**config.mk**
```make
export PLATFORM = sky130hd
export DESIGN_NAME = seq_divider24
export DESIGN_NICKNAME = d
export VERILOG_FILES = /design/src/rtl/seq_divider24.sv
export SDC_FILE = /design/constraint.sdc
export NUM_CORES = 1
export LEC_CHECK = 0
export ABC_AREA = 1
export BUFFER_PORTS_ARGS = -buffer_cell sky130_fd_sc_hd__buf_2
export CAP_MARGIN = 20
export CORE_MARGIN = 1.5
export CORE_UTILIZATION = 45
export CTS_CLUSTER_DIAMETER = 50
export CTS_CLUSTER_SIZE = 30
export DETAILED_ROUTE_END_ITERATION = 7
export PLACE_DENSITY_LB_ADDON = 0.2
export RECOVER_POWER = 25
export SLEW_MARGIN = 10
export SYNTH_ARGS = -nofsm -noshare
export SYNTH_HDL_FRONTEND = slang
export SYNTH_SLANG_ARGS = --single-unit
```
**constraint.sdc**
```tcl
create_clock -name clk -period 13.9 [get_ports clk]
set_input_delay 0.695 -clock clk [delete_from_list [all_inputs] [get_ports clk]]
set_output_delay 0.695 -clock clk [all_outputs]
set_load 0.01 [all_outputs]
```
**src/rtl/seq_divider24.sv**
```systemverilog
// rtl/seq_divider24.sv - 24-bit restoring sequential divider with ripple-carry trial subtractor
// One quotient bit per RUN cycle, MSB first; divide-by-zero bypasses RUN with a saturated quotient.

module ripple24 (
    input  logic [23:0] a_i,
    input  logic [23:0] b_i,
    input  logic        cin_i,
    output logic [23:0] sum_o,
    output logic        cout_o
);
    logic [24:0] c;

    assign c[0] = cin_i;

    for (genvar i = 0; i < 24; i++) begin : g_fa
        assign sum_o[i] = a_i[i] ^ b_i[i] ^ c[i];
        assign c[i+1]   = (a_i[i] & b_i[i]) | (c[i] & (a_i[i] ^ b_i[i]));
    end

    assign cout_o = c[24];
endmodule

module seq_divider24 (
    input  logic        clk,
    input  logic        rst,
    input  logic        start,
    input  logic [23:0] A,
    input  logic [23:0] B,
    output logic [23:0] Q,
    output logic [23:0] R,
    output logic        busy,
    output logic        done,
    output logic        dbz
);
    typedef enum logic [1:0] {IDLE, RUN, FINISH} state_t;

    state_t      state_q;
    logic [23:0] dvd_q;
    logic [23:0] b_q;
    logic [23:0] rem_q;
    logic [4:0]  cnt_q;
    logic [23:0] q_q;
    logic [23:0] r_q;
    logic        busy_q;
    logic        done_q;
    logic        dbz_q;

    logic [24:0] t;
    logic [23:0] diff;
    logic        no_borrow;
    logic        qb;
    logic [23:0] rem_d;
    logic [23:0] quo_d;

    // Dividend register doubles as the quotient shift register: its MSB feeds
    // the remainder while quotient bits enter at the LSB.
    assign t = {rem_q, dvd_q[23]};

    ripple24 u_sub (
        .a_i    (t[23:0]),
        .b_i    (~b_q),
        .cin_i  (1'b1),
        .sum_o  (diff),
        .cout_o (no_borrow)
    );

    assign qb    = t[24] | no_borrow;
    assign rem_d = qb ? diff : t[23:0];
    assign quo_d = {dvd_q[22:0], qb};

    always_ff @(posedge clk or posedge rst) begin
        if (rst) begin
            state_q <= IDLE;
            dvd_q   <= '0;
            b_q     <= '0;
            rem_q   <= '0;
            cnt_q   <= '0;
            q_q     <= '0;
            r_q     <= '0;
            busy_q  <= 1'b0;
            done_q  <= 1'b0;
            dbz_q   <= 1'b0;
        end else begin
            case (state_q)
                IDLE, FINISH: begin
                    done_q <= 1'b0;
                    busy_q <= 1'b0;
                    state_q <= IDLE;
                    if (start) begin
                        if (B != 24'd0) begin
                            dvd_q   <= A;
                            b_q     <= B;
                            rem_q   <= '0;
                            cnt_q   <= '0;
                            busy_q  <= 1'b1;
                            state_q <= RUN;
                        end else begin
                            q_q     <= 24'hFFFFFF;
                            r_q     <= A;
                            dbz_q   <= 1'b1;
                            done_q  <= 1'b1;
                            state_q <= FINISH;
                        end
                    end
                end
                RUN: begin
                    dvd_q <= quo_d;
                    rem_q <= rem_d;
                    cnt_q <= cnt_q + 5'd1;
                    if (cnt_q == 5'd23) begin
                        q_q     <= quo_d;
                        r_q     <= rem_d;
                        dbz_q   <= 1'b0;
                        busy_q  <= 1'b0;
                        done_q  <= 1'b1;
                        state_q <= FINISH;
                    end
                end
                default: begin
                    busy_q  <= 1'b0;
                    done_q  <= 1'b0;
                    state_q <= IDLE;
                end
            endcase
        end
    end

    assign Q    = q_q;
    assign R    = r_q;
    assign busy = busy_q;
    assign done = done_q;
    assign dbz  = dbz_q;
endmodule

```
==> qor.txt, run 1 <==
WP depth -> 33
setup repair bufs after CTS -> 0
RSZ-0062 raised after global routing -> false
CP Max Fanout -> 25
Slew Limit Fails -> 87
CP delay by family, top -> adder cells
gpl congestion -> 0.847
reg2reg start -> dvd_q[23]$_DFFE_PP0P_
Power Density -> 278 mW/mm^2
GRT Total Usage -> 24.3%
vias in the first global route -> 5505
status -> finished, violations left
worst path bufs/invs -> 3
worst slew pin tran -> 2190 ps
P_leak -> 3.83 nW
most frequent CP cell -> fa_1
Setup WS pre-CTS -> 3430 ps
I/O pin count -> 102
fill cell count -> 1327
sequential-to-total area share from yosys stat -> 49.1%
setup TNS -> 0 ps
Post-Route WL -> 17000 um
synth top area cells -> dfrtp_1 49%, nand3_1 11%, nand2_1 11%
number of remaining DRC errors -> 0
final hold violation count -> 0
initial antenna violation count -> 0
hold buffer count at cts -> 0
Tmin final -> 10500 ps
Area Overhead vs Synth -> 16.1%
syn_nets -> 843
Post-DRT Antenna Nets -> 0
CTS Buf Count -> 17
Die H -> 124 um
diode count -> 0
Clk pwr share -> 21.4%
Synth cell types -> 25
Clock Path Buffers -> 2
Resized Gates After CTS -> 0
class of the worst hold path -> reg -> reg
pin count of the biggest net entering global routing -> 82
clock tree sinks -> 129
hold path depth -> 2
nets@finish -> 921
Final Instance Area -> 0.00763 mm^2
CTS HTree Levels -> 4
max incr delay on CP -> 500 ps
violated checks -> capacitance limit, slew limit
Cell Area, Placed -> 0.00701 mm^2
Comb pwr share -> 47.8%
max cap viols -> 2
via/cell ratio -> 5.34
Initial Util -> 46.6%
total die area -> 0.0153 mm^2
Worst Path Required -> 14260 ps
Yosys Warn Count -> 0
drt pass-1 iters -> 6
routed wire length per instance -> 16.4 um
CP endpoint kind -> flip-flop
first-pass GRT wire length -> 27800 um
slowest cell on the critical path -> nor2_4
kind of critical path -> reg -> reg
maximum vdd drop -> 0.210 mV
Arr. time, crit path -> 10860 ps
switch share -> 43.4%
Crit. Startpoint -> dvd_q[23]$_DFFE_PP0P_
most frequent cells in the layout -> 189 x nand2_1, 148 x nand3_1, 129 x dfrtp_1
cells after synthesis -> 767
Congestion Overflow GR -> 0
Sequential Power Share -> 30.8%
fmax -> 95.2 MHz
Layout Skew -> 8.28 ps
core area -> 0.0141 mm^2
final worst path period share -> 75.6%
Synth top area share -> 49.1%
HPWL after detailed placement -> 11100 um
mapped cell area -> 0.00658 mm^2
Net Sw Power -> 0.922 mW
I/O Buffers -> 101
R2R cell count -> 33
layout cells sized above 1 -> 17.6%
CP Launch Type -> flip-flop
P_int -> 1.20 mW
Die W -> 124 um
Slew Limit Headroom -> -46.2%
CTS tree -> built
Worst Setup Slack, final -> 3400 ps
Hold Startpoint -> dbz$_DFFE_PP0P_
Worst-Skew Late Latency -> 430 ps
Rows -> 43
Core Util, Final -> 54.2%
Synth Area per Inst -> 8.57 um^2
root buffer cell -> clkbuf_16
CTS clk-pin slew, worst paths -> 50 ps
vias -> 5535
Initial DRC Count -> 439
largest area contributor in the netlist -> dfrtp_1
Yosys reg bits -> 129
final setup fails -> 0
commonest non-fill, non-tap cell in the layout -> nand2_1
## power by group through the flow
stage / logic (mW) / registers, mW / clock network [mW]
2_1_floorplan: 0.767 / 0.660 / 0
3_3_place_gp: 0.991 / 0.650 / 0
3_5_place_dp: 1.01 / 0.657 / 0
4_1_cts: 1.02 / 0.653 / 0.460
5_1_grt: 1.18 / 0.674 / 0.476
6_report: 1.02 / 0.653 / 0.455
## registers in the layout, indices dropped and copies added (netlist names)
signal,count
rem_q,24
dbz,1
b_q,24
state_q,2
Q,24
R,24
dvd_q,24
busy,1
cnt_q,5
## Yosys cell counts (all sizes together)
cell type / n
a21oi: 37
buf: 42
clkbuf: 5
dfrtp: 129
fa: 23
ha: 2
inv: 72
nand2: 193
nand3: 151
nand4: 1
nor2: 58
o21ai: 53
o31ai: 1
## worst min-delay path, stage by stage (launching register included)
cell,delay [ps]
dfrtp_1,340
nand2_1,50
nand2_1,50
## routing by layer
layer,GRT usage (%),vias to the layer above,routed length [um]
li1,-,2625,-
met1,32.4,2683,7580
met2,38.3,193,7940
met3,5.36,34,991
met4,11.0,0,463
met5,0,-,0
## kinds of logic (layout without fill, tap and decap cells)
logic type / count (synthesis) / in the layout / synth area share [%]
AO/OA/AOI/OAI: 91 / 91 / 7.19
adder cells (fa/ha/maj): 25 / 25 / 7.38
buffers and inverters: 119 / 209 / 9.04
flip-flops: 129 / 129 / 49.1
AND/OR/NAND/NOR: 403 / 403 / 27.3
## metrics by stage
step,hold slack [ps],power (mW),std cells
floorplan,446,1.43,767
global placement,467,1.64,1005
detailed placement,473,1.67,1005
CTS,370,2.14,1036
global route,517,2.33,1037
finish,481,2.12,1037
## worst paths after layout
check | to | slack [ps]
worst min-delay path | dbz$_DFFE_PP0P_ | 480
worst max register to register | R[20]$_DFFE_PP0P_ | 3400
worst min register to register | dbz$_DFFE_PP0P_ | 480
min in group asynchronous | R[4]$_DFFE_PP0P_ | 830
max in group asynchronous | rem_q[10]$_DFFE_PP0P_ | 10280
worst max-delay path | R[20]$_DFFE_PP0P_ | 3400
## area by class of cell
cell class | count | area, um^2 | area share [%]
Clock buffer | 28 | 537 | 7.03
Timing Repair Buffer | 106 | 552 | 7.23
Multi-Input combinational cell | 519 | 2750 | 36.1
Inverter | 72 | 272 | 3.56
Sequential cell | 129 | 3230 | 42.3
Tap cell | 180 | 225 | 2.95
Clock inverter | 3 | 67.6 | 0.885
Power figures use the tool's default switching activity.
==> run 2, diff against run 1 <==
- clock period: 13.9 -> 9.25 ns (I/O delays scaled with it)
==> run 2 against run 1 <==
The run ends with capacitance limit, slew limit, setup timing left. Clock skew about the same. Routed wire length up 4.6%. Count of clock-buffer cells in the layout down 6. Register-to-register slack worse by 3500 ps.
==> qor.txt, run 2 (synthesis results as in run 1) <==
Area Overhead vs Synth -> 27.3% (was 16.1%)
vias in the first global route -> 5814 (was 5505)
most frequent cells in the layout -> 173 x nand2_1, 131 x nand3_1, 129 x dfrtp_1 (was 189 x nand2_1, 148 x nand3_1, 129 x dfrtp_1)
Initial DRC Count -> 459 (was 439)
Post-DRT Antenna Nets -> 0 (unchanged)
CTS tree -> built (unchanged)
final setup fails -> 36 (was 0)
layout cells sized above 1 -> 30.2% (was 17.6%)
Tmin final -> 9370 ps (was 10500 ps)
CP Launch Type -> flip-flop (unchanged)
Comb pwr share -> 55.8% (was 47.8%)
CTS Buf Count -> 17 (unchanged)
I/O Buffers -> 101 (unchanged)
Final Instance Area -> 0.00837 mm^2 (was 0.00763 mm^2)
Net Sw Power -> 1.65 mW (was 0.922 mW)
P_leak -> 4.16 nW (was 3.83 nW)
area of the multi-input gates -> 0.00317 mm^2 (was 0.00275 mm^2)
fill cell count -> 1266 (was 1327)
total die area -> 0.0153 mm^2 (unchanged)
Slew Limit Fails -> 52 (was 87)
max incr delay on CP -> 390 ps (was 500 ps)
maximum vdd drop -> 0.467 mV (was 0.210 mV)
pin count of the biggest net entering global routing -> 80 (was 82)
setup TNS -> -2590 ps (was 0 ps)
class of the worst hold path -> in -> reg (was reg -> reg)
fmax -> 107 MHz (was 95.2 MHz)
root buffer cell -> clkbuf_16 (unchanged)
diode count -> 0 (unchanged)
CP Max Fanout -> 5 (was 25)
Worst Path Required -> 9610 ps (was 14260 ps)
HPWL after detailed placement -> 11200 um (was 11100 um)
vias -> 5628 (was 5535)
via/cell ratio -> 5.23 (was 5.34)
drt pass-1 iters -> 5 (was 6)
first-pass GRT wire length -> 28900 um (was 27800 um)
Initial Util -> 46.6% (unchanged)
RSZ-0062 raised after global routing -> true (was false)
CTS clk-pin slew, worst paths -> 50 ps (about the same)
CTS HTree Levels -> 4 (unchanged)
final hold violation count -> 0 (unchanged)
initial antenna violation count -> 0 (unchanged)
Worst-Skew Late Latency -> 420 ps (was 430 ps)
slowest cell on the critical path -> dfrtp_1 (was nor2_4)
Congestion Overflow GR -> 0 (unchanged)
worst path bufs/invs -> 5 (was 3)
Layout Skew -> 7.92 ps (was 8.28 ps)
final worst path period share -> 101% (was 75.6%)
max cap viols -> 1 (was 2)
gpl congestion -> 0.847 (about the same)
switch share -> 44.1% (was 43.4%)
Die W -> 124 um (unchanged)
Worst Setup Slack, final -> -123 ps (was 3400 ps)
Rows -> 43 (unchanged)
Clk pwr share -> 17.5% (was 21.4%)
Die H -> 124 um (unchanged)
Cell Area, Placed -> 0.00726 mm^2 (was 0.00701 mm^2)
CP delay by family, top -> adder cells (unchanged)
status -> finished, violations left (unchanged)
Post-Route WL -> 17800 um (was 17000 um)
Power Density -> 448 mW/mm^2 (was 278 mW/mm^2)
Sequential Power Share -> 26.7% (was 30.8%)
most frequent CP cell -> fa_2 (was fa_1)
nets@finish -> 960 (was 921)
core area -> 0.0141 mm^2 (unchanged)
P_int -> 2.10 mW (was 1.20 mW)
Clock Path Buffers -> 2 (unchanged)
worst slew pin tran -> 2350 ps (was 2190 ps)
kind of critical path -> reg -> reg (unchanged)
number of remaining DRC errors -> 0 (unchanged)
I/O pin count -> 102 (unchanged)
CP endpoint kind -> flip-flop (unchanged)
GRT Total Usage -> 25.0% (was 24.3%)
clock tree sinks -> 129 (unchanged)
Slew Limit Headroom -> -57.6% (was -46.2%)
register area -> 0.00323 mm^2 (unchanged)
Arr. time, crit path -> 9730 ps (was 10860 ps)
violated checks -> capacitance limit, slew limit, setup timing (was capacitance limit, slew limit)
routed wire length per instance -> 16.5 um (was 16.4 um)
commonest non-fill, non-tap cell in the layout -> nand2_1 (unchanged)
==> run 2: cell types whose count changed in the layout (fill, tap and decap cells not counted), moves of 13 or more <==
cell,change
buf_4,+25
fa_1,-23
fa_2,+23
nand3_1,-17
nand3_2,+17
nand2_1,-16
a21oi_1,-13
==> run 2: worst paths after layout <==
check,startpoint,endpoint,slack (ps),depth (start not counted)
worst min register to register,R[5]$_DFFE_PP0P_,R[5]$_DFFE_PP0P_,490,2
worst min-delay path,B[23],b_q[23]$_DFFE_PP0P_,300,3
worst max register to register,dvd_q[23]$_DFFE_PP0P_,R[15]$_DFFE_PP0P_,-120,35
max in group asynchronous,rst,rem_q[8]$_DFFE_PP0P_,6720,4
worst max-delay path,dvd_q[23]$_DFFE_PP0P_,R[15]$_DFFE_PP0P_,-120,35
min in group asynchronous,rst,R[9]$_DFFE_PP0P_,660,2
==> run 2: cell type report <==
| type | instances | share of cell area (%) |
|---|---|---|
| clock inverter | 10 | 1.32 |
| tap | 180 | 2.69 |
| timing repair buffer | 144 | 10.8 |
| sequential | 129 | 38.6 |
| inverter | 72 | 3.27 |
| multi-input combinational | 520 | 37.8 |
| clock buffer | 22 | 5.54 |
==> run 2: what timing repair did <==
action / 4_1_cts / 5_1_grt
setup endpoints to repair: 50 / 50
pin swaps: 36 / 20
buffers inserted: 9 / 3
endpoints found under the hold margin: 0 / 0
resized for setup: 93 / 14
cloned: 3 / 0
hold buffers: 0 / 0
==> run 2: power by group through the flow <==
stage	combinational (mW)	sequential (mW)	clock, mW
floorplan	1.17	0.993	0
global placement	1.65	0.975	0
detailed placement	1.70	0.984	0
CTS	2.05	0.999	0.667
global route	2.35	1.04	0.689
finish	2.09	1.00	0.657
==> run 2: stage by stage <==
stage	instances	hold WS, ps	power, mW	worst slack (ps)	utilization, %
after floorplan	767	446	2.16	33.6	-
after CTS	1075	159	3.72	-163	59.0
final	1077	300	3.75	-123	59.4
after detailed placement	1031	475	2.68	-522	51.5
after global routing	1077	316	4.07	-391	59.4
after global placement	1031	466	2.63	-363	51.5
==> run 2: worst register-to-register path, delay by kind of cell (launching register included) <==
kind            cells  cell delay [ps]
compound gates      1               80
simple gates        5              480
flops               1              390
buf+inv             5              440
fa+ha+maj          24             7920
==> run 2: routing by layer <==
layer,vias up,GRT usage (%),part of all wire (%)
met5,-,0,0
met4,0,11.4,2.6
met3,34,4.81,4.8
met2,167,40.4,48
met1,2730,32.9,44
li1,2697,-,-
